==> src/rtl/alu_seq_pkg.sv <==
// Shared opcode and FSM state definitions for the sequential execute ALU.
// Legal opcodes occupy 0..11; every other 6-bit value is illegal.
package alu_seq_pkg;

  localparam int FUNC_W = 6;

  localparam logic [FUNC_W-1:0] OP_ADD  = 6'd0;
  localparam logic [FUNC_W-1:0] OP_SUB  = 6'd1;
  localparam logic [FUNC_W-1:0] OP_SHR  = 6'd2;
  localparam logic [FUNC_W-1:0] OP_SHL  = 6'd3;
  localparam logic [FUNC_W-1:0] OP_AND  = 6'd4;
  localparam logic [FUNC_W-1:0] OP_OR   = 6'd5;
  localparam logic [FUNC_W-1:0] OP_XOR  = 6'd6;
  localparam logic [FUNC_W-1:0] OP_MV   = 6'd7;
  localparam logic [FUNC_W-1:0] OP_SAR  = 6'd8;
  localparam logic [FUNC_W-1:0] OP_SLT  = 6'd9;
  localparam logic [FUNC_W-1:0] OP_SLTU = 6'd10;
  localparam logic [FUNC_W-1:0] OP_MUL  = 6'd11;

  typedef enum logic [1:0] {
    ST_IDLE = 2'd0,
    ST_MUL  = 2'd1,
    ST_DONE = 2'd2
  } state_t;

endpackage

==> src/rtl/alu_mul_iter.sv <==
// Shift-add unsigned multiplier: load on start, WIDTH iterations, done on the last one.
// done and {hi,lo} are valid in the final iteration cycle; start restarts it at any time.
module alu_mul_iter #(
  parameter int WIDTH = 32
) (
  input  logic             clk,
  input  logic             rst,
  input  logic             start,
  input  logic [WIDTH-1:0] a,
  input  logic [WIDTH-1:0] b,
  output logic             done,
  output logic [WIDTH-1:0] lo,
  output logic [WIDTH-1:0] hi
);

  localparam int CW = $clog2(WIDTH);

  logic [2*WIDTH-1:0] mcand;
  logic [2*WIDTH-1:0] acc;
  logic [2*WIDTH-1:0] acc_nxt;
  logic [WIDTH-1:0]   mplier;
  logic [CW-1:0]      cnt;
  logic               run;

  // Product is taken from the sum of the final iteration so the caller sees it one cycle earlier.
  always_comb begin
    acc_nxt  = acc + (mplier[0] ? mcand : '0);
    done     = run && (cnt == CW'(WIDTH - 1));
    {hi, lo} = acc_nxt;
  end

  always_ff @(posedge clk) begin
    if (rst) begin
      run    <= 1'b0;
      cnt    <= '0;
      acc    <= '0;
      mcand  <= '0;
      mplier <= '0;
    end else if (start) begin
      run    <= 1'b1;
      cnt    <= '0;
      acc    <= '0;
      mcand  <= {{WIDTH{1'b0}}, a};
      mplier <= b;
    end else if (run) begin
      acc    <= acc_nxt;
      mcand  <= mcand << 1;
      mplier <= mplier >> 1;
      cnt    <= cnt + 1'b1;
      if (done) run <= 1'b0;
    end
  end

endmodule

==> src/rtl/alu_seq.sv <==
// Clocked execute ALU: single-cycle ops give rdy one cycle after start, MUL after WIDTH+1.
// start is taken only in IDLE; busy marks the MUL phase, and start in MUL/DONE is dropped.
module alu_seq
  import alu_seq_pkg::*;
#(
  parameter int WIDTH     = 32,
  parameter int IMM_WIDTH = 16,
  parameter int MUL_EN    = 1
) (
  input  logic                 clk,
  input  logic                 rst,
  input  logic                 start,
  input  logic [FUNC_W-1:0]    func,
  input  logic [WIDTH-1:0]     x1,
  input  logic [WIDTH-1:0]     x2,
  input  logic [IMM_WIDTH-1:0] imm,
  output logic [WIDTH-1:0]     y,
  output logic                 rdy,
  output logic                 busy,
  output logic                 err,
  output logic                 zf,
  output logic                 nf,
  output logic                 cf,
  output logic                 vf
);

  localparam int SHW = $clog2(WIDTH);

  state_t state, state_nxt;
  logic   load_single, load_mul, mul_start, mul_done;
  logic [WIDTH-1:0] mul_lo, mul_hi;

  logic [WIDTH-1:0] res_c;
  logic             cf_c, vf_c, ill_c;
  logic [WIDTH:0]   sum, diff;
  logic [SHW-1:0]   sh;
  logic             big_sh;

  always_comb begin
    state_nxt   = state;
    load_single = 1'b0;
    load_mul    = 1'b0;
    mul_start   = 1'b0;
    busy        = (state == ST_MUL);
    rdy         = (state == ST_DONE);
    case (state)
      ST_IDLE: begin
        if (start) begin
          if (func == OP_MUL && MUL_EN != 0) begin
            mul_start = 1'b1;
            state_nxt = ST_MUL;
          end else begin
            load_single = 1'b1;
            state_nxt   = ST_DONE;
          end
        end
      end
      ST_MUL: begin
        if (mul_done) begin
          load_mul  = 1'b1;
          state_nxt = ST_DONE;
        end
      end
      ST_DONE: state_nxt = ST_IDLE;
      default: state_nxt = ST_IDLE;
    endcase
  end

  // Shift amounts use the full x2; anything >= WIDTH saturates.
  always_comb begin
    sum    = {1'b0, x1} + {1'b0, x2};
    diff   = {1'b0, x1} - {1'b0, x2};
    sh     = x2[SHW-1:0];
    big_sh = (x2 >= WIDTH'(WIDTH));
    res_c  = '0;
    cf_c   = 1'b0;
    vf_c   = 1'b0;
    ill_c  = 1'b0;
    case (func)
      OP_ADD: begin
        res_c = sum[WIDTH-1:0];
        cf_c  = sum[WIDTH];
        vf_c  = (x1[WIDTH-1] == x2[WIDTH-1]) && (sum[WIDTH-1] != x1[WIDTH-1]);
      end
      OP_SUB: begin
        res_c = diff[WIDTH-1:0];
        cf_c  = diff[WIDTH];
        vf_c  = (x1[WIDTH-1] != x2[WIDTH-1]) && (diff[WIDTH-1] != x1[WIDTH-1]);
      end
      OP_AND:  res_c = x1 & x2;
      OP_OR:   res_c = x1 | x2;
      OP_XOR:  res_c = x1 ^ x2;
      OP_SHL:  res_c = big_sh ? '0 : (x1 << sh);
      OP_SHR:  res_c = big_sh ? '0 : (x1 >> sh);
      OP_SAR:  res_c = big_sh ? {WIDTH{x1[WIDTH-1]}} : WIDTH'($signed(x1) >>> sh);
      OP_SLT:  res_c = {{(WIDTH-1){1'b0}}, ($signed(x1) < $signed(x2))};
      OP_SLTU: res_c = {{(WIDTH-1){1'b0}}, (x1 < x2)};
      OP_MV:   res_c = WIDTH'(imm);
      // Only reaches the single-cycle path when the multiplier is not built.
      OP_MUL:  ill_c = 1'b1;
      default: ill_c = 1'b1;
    endcase
  end

  alu_mul_iter #(.WIDTH(WIDTH)) u_mul (
    .clk   (clk),
    .rst   (rst),
    .start (mul_start),
    .a     (x1),
    .b     (x2),
    .done  (mul_done),
    .lo    (mul_lo),
    .hi    (mul_hi)
  );

  always_ff @(posedge clk) begin
    if (rst) begin
      state <= ST_IDLE;
      y     <= '0;
      err   <= 1'b0;
      zf    <= 1'b0;
      nf    <= 1'b0;
      cf    <= 1'b0;
      vf    <= 1'b0;
    end else begin
      state <= state_nxt;
      if (load_single) begin
        err <= ill_c;
        y   <= ill_c ? '0 : res_c;
        zf  <= !ill_c && (res_c == '0);
        nf  <= !ill_c && res_c[WIDTH-1];
        cf  <= !ill_c && cf_c;
        vf  <= !ill_c && vf_c;
      end else if (load_mul) begin
        err <= 1'b0;
        y   <= mul_lo;
        zf  <= (mul_lo == '0);
        nf  <= mul_lo[WIDTH-1];
        cf  <= (mul_hi != '0);
        vf  <= 1'b0;
      end
    end
  end

endmodule

==> config.mk <==
export PLATFORM = sky130hd
export DESIGN_NAME = alu_seq
export DESIGN_NICKNAME = d
export VERILOG_FILES = /design/src/rtl/alu_seq_pkg.sv /design/src/rtl/alu_mul_iter.sv /design/src/rtl/alu_seq.sv
export SDC_FILE = /design/constraint.sdc
export NUM_CORES = 1
export LEC_CHECK = 0
export ABC_AREA = 1
export BUFFER_PORTS_ARGS = -buffer_cell sky130_fd_sc_hd__buf_4
export CORE_ASPECT_RATIO = 1.75
export CORE_MARGIN = 3
export CORE_UTILIZATION = 64
export CTS_CLUSTER_SIZE = 28
export DETAILED_ROUTE_END_ITERATION = 10
export PLACE_DENSITY = 0.83
export SYNTH_ARGS = -nofsm -noshare
export SYNTH_HDL_FRONTEND = slang
export SYNTH_SLANG_ARGS = --single-unit
==> constraint.sdc <==
create_clock -name clk -period 3.6 [get_ports clk]
set_input_delay 0.18 -clock clk [delete_from_list [all_inputs] [get_ports clk]]
set_output_delay 0.18 -clock clk [all_outputs]
set_load 0.02 [all_outputs]
==> impl_results.md, run 1 <==
- Status: stopped before the end
- Chip width: between 150 and 200 um
- Synth async-reset ratio: 0%
- H-tree depth: 1
- GRT Residual Overflow: between 300 and 400
- Seq/Total Area, Yosys: 17.2%
- Top-area cell type share of the netlist area: a little under a fifth
- Max clock buf depth: 3
- First-pass GRT wire length: around 220,000 um
- Clk sinks: between 200 and 250
- Number of enable flip-flop cells after synthesis: 0
- Ys Warns: 0
- Initial Util: about two thirds
- Routability cong.: between 1 and 1.5
- Post-CTS Setup Bufs: 0
- Log Error: [ERROR GRT-0116] Global routing finished with congestion. Check the congestion regions in the DRC Viewer.
- CTS buffer count: 19
- Global-route usage over all layers: between 70% and 80%
- Top cells by area, synth: nand2_1 19%, dfxtp_1 17%, nand3_1 11%, ha_1 9.0%, nor2_1 8.0%
- Vias in the first global route: 32,900
- Post-placement cell area: ~25,000 um^2
- Syn Inst Count: ~4,200
- Largest net degree at the start of global routing: 197
- Cell variety after synth: 59
- Fail Step: global routing
- Root Driver: clkbuf_16
- Top FF cell, synth: dfxtp_1
- Detail Placement HPWL: between 90,000 and 100,000 um
- Mapped Area: approximately 24,000 um^2
- Port Buffers: between 100 and 150
- I/O pin total: 128
- Area leader, netlist: nand2_1
- Flops & latches, synth: about 200
- FP Rows: 92
- Syn avg cell area: roughly 5.6 um^2
- Die Ht: between 200 and 300 um
- Syn nets: roughly 4,500
==> Yosys cell counts, types with 5 or more instances <==
cell	instances
a211oi_1	5
a21boi_0	7
a21o_1	11
a21oi_1	296
a21oi_2	5
a221oi_1	9
a311oi_1	30
a31oi_1	14
and2_1	5
buf_1	18
buf_2	54
buf_4	15
buf_6	6
clkbuf_1	89
dfxtp_1	204
ha_1	170
inv_1	469
inv_2	12
nand2_1	1203
nand2_2	21
nand3_1	512
nand3_2	7
nand3b_1	16
nand4_1	40
nor2_1	504
nor2_2	6
nor3_1	37
nor4_1	7
o211ai_1	61
o21a_1	15
o21ai_0	235
o21ai_1	13
o21bai_1	18
o221a_2	6
o221ai_1	6
o22ai_1	7
or2_2	6
xnor2_1	15
xor2_1	35
==> kinds of logic after synthesis <==
logic type               after synthesis  share of synthesized area, %
AND/OR/NAND/NOR                     2376                          42.1
AO/OA/AOI/OAI                        753                          18.4
buffers and inverters                666                          11.3
flip-flops                           204                          17.2
adder cells (fa/ha/maj)              173                          9.21
XOR/XNOR                              50                          1.84
==> metrics by stage <==
| stage | setup slack [ns] | util, % | std cells |
|---|---|---|---|
| floorplan | 0.421 | - | 4222 |
| global placement | -0.145 | 69.8 | 4754 |
| detailed placement | -0.140 | 69.8 | 4754 |
| CTS | 0.0595 | 71.5 | 4785 |
==> repair_timing <==
item,CTS
hold buffers,1
hold endpoints to repair,1
gates cloned,0
endpoints found under the setup margin,1
resized for setup,2
==> per-layer routing <==
metal / GRT usage, % / overflow
met1: 71.8 / 6
met2: 92.2 / 260
met3: 54.4 / 6
met4: 72.4 / 126
met5: 18.2 / 0
==> run 2: changes to the inputs <==
CORE_ASPECT_RATIO = unset   (was 1.75)
CORE_UTILIZATION = 40   (was 64)
CTS_CLUSTER_SIZE = unset   (was 28)
PLACE_DENSITY = unset   (was 0.83)
PLACE_DENSITY_LB_ADDON = 0.15   (was unset)
==> run 2 against run 1 <==
Effect of this change: synthesized cell count unchanged; the run now ends clean; synthesized area did not move.
==> impl_results.md, run 2 <==
- Status: complete, no violations
- Leading cell type in the layout, fill and taps excluded: nand2_1
- H-tree depth: 1
- Largest net degree at the start of global routing: ~120
- Tmin final: about 3.4 ns
- Mapped Area: 23,700 um^2
- Startpoint Class: flip-flop
- CP endpoint kind: flip-flop
- Pint: 4.33 mW
- Routability cong.: 1.09
- Ys Warns: 0
- Leading cell types by count after synthesis: 1,203 x nand2_1, 512 x nand3_1, 504 x nor2_1, 469 x inv_1, 296 x a21oi_1
- Number of enable flip-flop cells after synthesis: 0
- Global-route usage over all layers: 37.2%
- Syn avg cell area: 5.62 um^2
- Clock Skew: approximately 0.016 ns
- Clock-pin slew on the worst setup and hold paths: about 0.060 ns
- Vias in the first global route: 26,600
- Vias per cell: roughly 5.8
- Cell variety after synth: 59
- Total number of vias: between 20,000 and 30,000
- GRT Residual Overflow: 0
- Type of the worst min-delay path: primary input to flip-flop
- Tot Pwr: just under 7 mW
- Peak VDD IR: between 0.4 and 0.5 mV
- Top-area cell type share of the netlist area: 19.0%
- Syn nets: 4,484
- Area grow syn2layout: 14.9%
- # Max-Cap Violations: 0
- Combinational Power Share: 29.4%
- Synth async-reset ratio: 0%
- RSZ-0062 raised after global routing: false
- Switch Pwr: 2.46 mW
- Clk sinks: roughly 200
- Top flop regs: u_mul.acc: 64 flops, u_mul.mcand: 64 flops
- Clock share of power: a little over a third
- Slew Viols, Final: 0
- TritonCTS clock tree: built
- Most frequent cells in the layout: 1,202 x nand2_1, 511 x nand3_1, 499 x nor2_1
- Clk_lat worst skew: approximately 0.54 ns
- Flop pwr share: approximately a third
- Die area: ~62,000 um^2
- Path type of the worst setup path: flip-flop to flip-flop
- Syn Inst Count: around 4,200
- Area leader, netlist: nand2_1
- Wire per inst: 23.6 um
- I/O pin total: approximately 130
- Max clock buf depth: 3
- R2R cell count: 19
- Worst Tran Pin Value: 1.05 ns
- Worst endpoint data arrival time: between 3 and 4 ns
- Setup TNS: 0 ns
- 1st-iter DRT viols: a little under 4,000
- Power per cell area: roughly 250 nW/um^2
- Final setup violation count: 0
- Final hold vios: 0
- Layout net count: between 4,000 and 5,000
- Core Footprint: slightly below 60,000 um^2
- Slew margin rel.: between 30% and 40%
- Seq/Total Area, Yosys: about 17%
- Top cells by area, synth: nand2_1 19%, dfxtp_1 17%, nand3_1 11%, ha_1 9.0%, nor2_1 8.0%
- Diode count: 0
- Top FF cell, synth: dfxtp_1
- First-pass GRT wire length: approximately 180,000 um
- Routed wire length: between 100,000 and 150,000 um
- Crit Path Max Fanout: 26
- Leak: between 10 and 15 nW
- Hold path depth: 3
- DRC Markers: 0
- Post-placement cell area: around 26,000 um^2
- Port Buffers: between 100 and 150
- Initial antenna violation count: 5
- Layout cells sized above 1: between 10% and 20%
- Detailed Routing Iterations Pass 1: 6
- Critical Path RT: 4.04 ns
- Die Ht: approximately 250 um
- CTS buffer count: 25
- Switching part of the total power: 36.2%
- Layout Cell Area excl Fill: roughly 27,000 um^2
- Chip width: 250 um
- Initial Util: between 40% and 50%
- Root Driver: clkbuf_16
- Flops & latches, synth: around 200
- Most frequent cell after synthesis: nand2_1
- Final Cycle Share: 94.3%
- Antenna-violating nets left: 0
- FP Rows: just under 90
- Detail Placement HPWL: around 100,000 um
- Highest clock rate: between 200 and 300 MHz
[run 2: path summary, 6_finish.rpt]
path              slack, ns                           end                    startpoint
hold reg to reg        0.47     u_mul.cnt[4]$_SDFFE_PP0P_     u_mul.cnt[4]$_SDFFE_PP0P_
setup / recovery       0.21               cf$_SDFFE_PP0P_  u_mul.mplier[0]$_SDFFE_PP0P_
setup reg to reg       0.21               cf$_SDFFE_PP0P_  u_mul.mplier[0]$_SDFFE_PP0P_
hold / removal         0.04  u_mul.mcand[27]$_SDFFE_PP0P_                        x1[27]
[run 2: cell type report]
cell class	instances	area (um^2)
Sequential cell	204	4090
Inverter	484	1820
Tap cell	765	957
Clock inverter	13	129
Multi-Input combinational cell	3352	17100
Fill cell	6518	31000
Clock buffer	29	651
Timing Repair Buffer	320	2570
[run 2: cell families (layout without fill, tap and decap cells)]
group,after synthesis,after routing,share of synthesized area [%]
and+or+nand+nor,2376,2376,42.1
AOI/OAI and AO/OA,753,753,18.4
buffers and inverters,666,846,11.3
DFF,204,204,17.2
adders and majority gates,173,173,9.21
xor gates and xnor gates,50,50,1.84
[run 2: power groups by stage]
stage | sequential, mW | clock, mW | combinational (mW)
CTS | 2.32 | 2.53 | 1.92
global route | 2.33 | 2.61 | 2.14
floorplan | 2.40 | 0 | 1.09
finish | 2.32 | 2.47 | 2.00
global placement | 2.37 | 0 | 1.92
detailed placement | 2.37 | 0 | 1.91
[run 2: what timing repair did]
action | CTS | global route
endpoints found under the hold margin | 23 | 0
endpoints found under the setup margin | 0 | 3
setup buffers | 0 | 1
hold buffers | 5 | 0
gates resized for setup | 0 | 13
[run 2: routing by layer]
| layer | vias up | wire length (um) | track usage, % |
|---|---|---|---|
| met5 | - | 0 | 0 |
| met4 | 0 | 4890 | 12.8 |
| met3 | 175 | 16400 | 9.70 |
| met2 | 1673 | 46000 | 49.9 |
| met1 | 13800 | 54900 | 56.3 |
| li1 | 14200 | - | - |
[run 2: metrics by stage]
stage | hold slack [ns] | setup slack (ns) | util (%) | std cells
finish | 0.0365 | 0.206 | 46.8 | 5167
global route | 0.0304 | 0.00492 | 46.8 | 5167
CTS | 0.00489 | 0.170 | 46.7 | 5165
detailed placement | 0.463 | 0.190 | 45.3 | 5118
global placement | 0.454 | 0.117 | 45.3 | 5118
floorplan | 0.329 | 0.421 | - | 4222
[run 2: worst max-delay path: stages, from the launching register on]
cell	delay, ns
dfxtp_4	0.42
buf_12	0.20
nand2_1	0.07
inv_1	0.04
ha_1	0.36
nand2_1	0.12
nor2_1	0.24
nand4_1	0.22
o211ai_2	0.29
nand2_1	0.08
nand2_1	0.16
nand3_1	0.25
nand4_1	0.16
nand2_1	0.09
nor2_1	0.19
nand2_1	0.08
nor2_1	0.11
nand4_1	0.10
nand2_1	0.07
inv_1	0.03
Note: power is estimated with default switching activity, not from simulation.
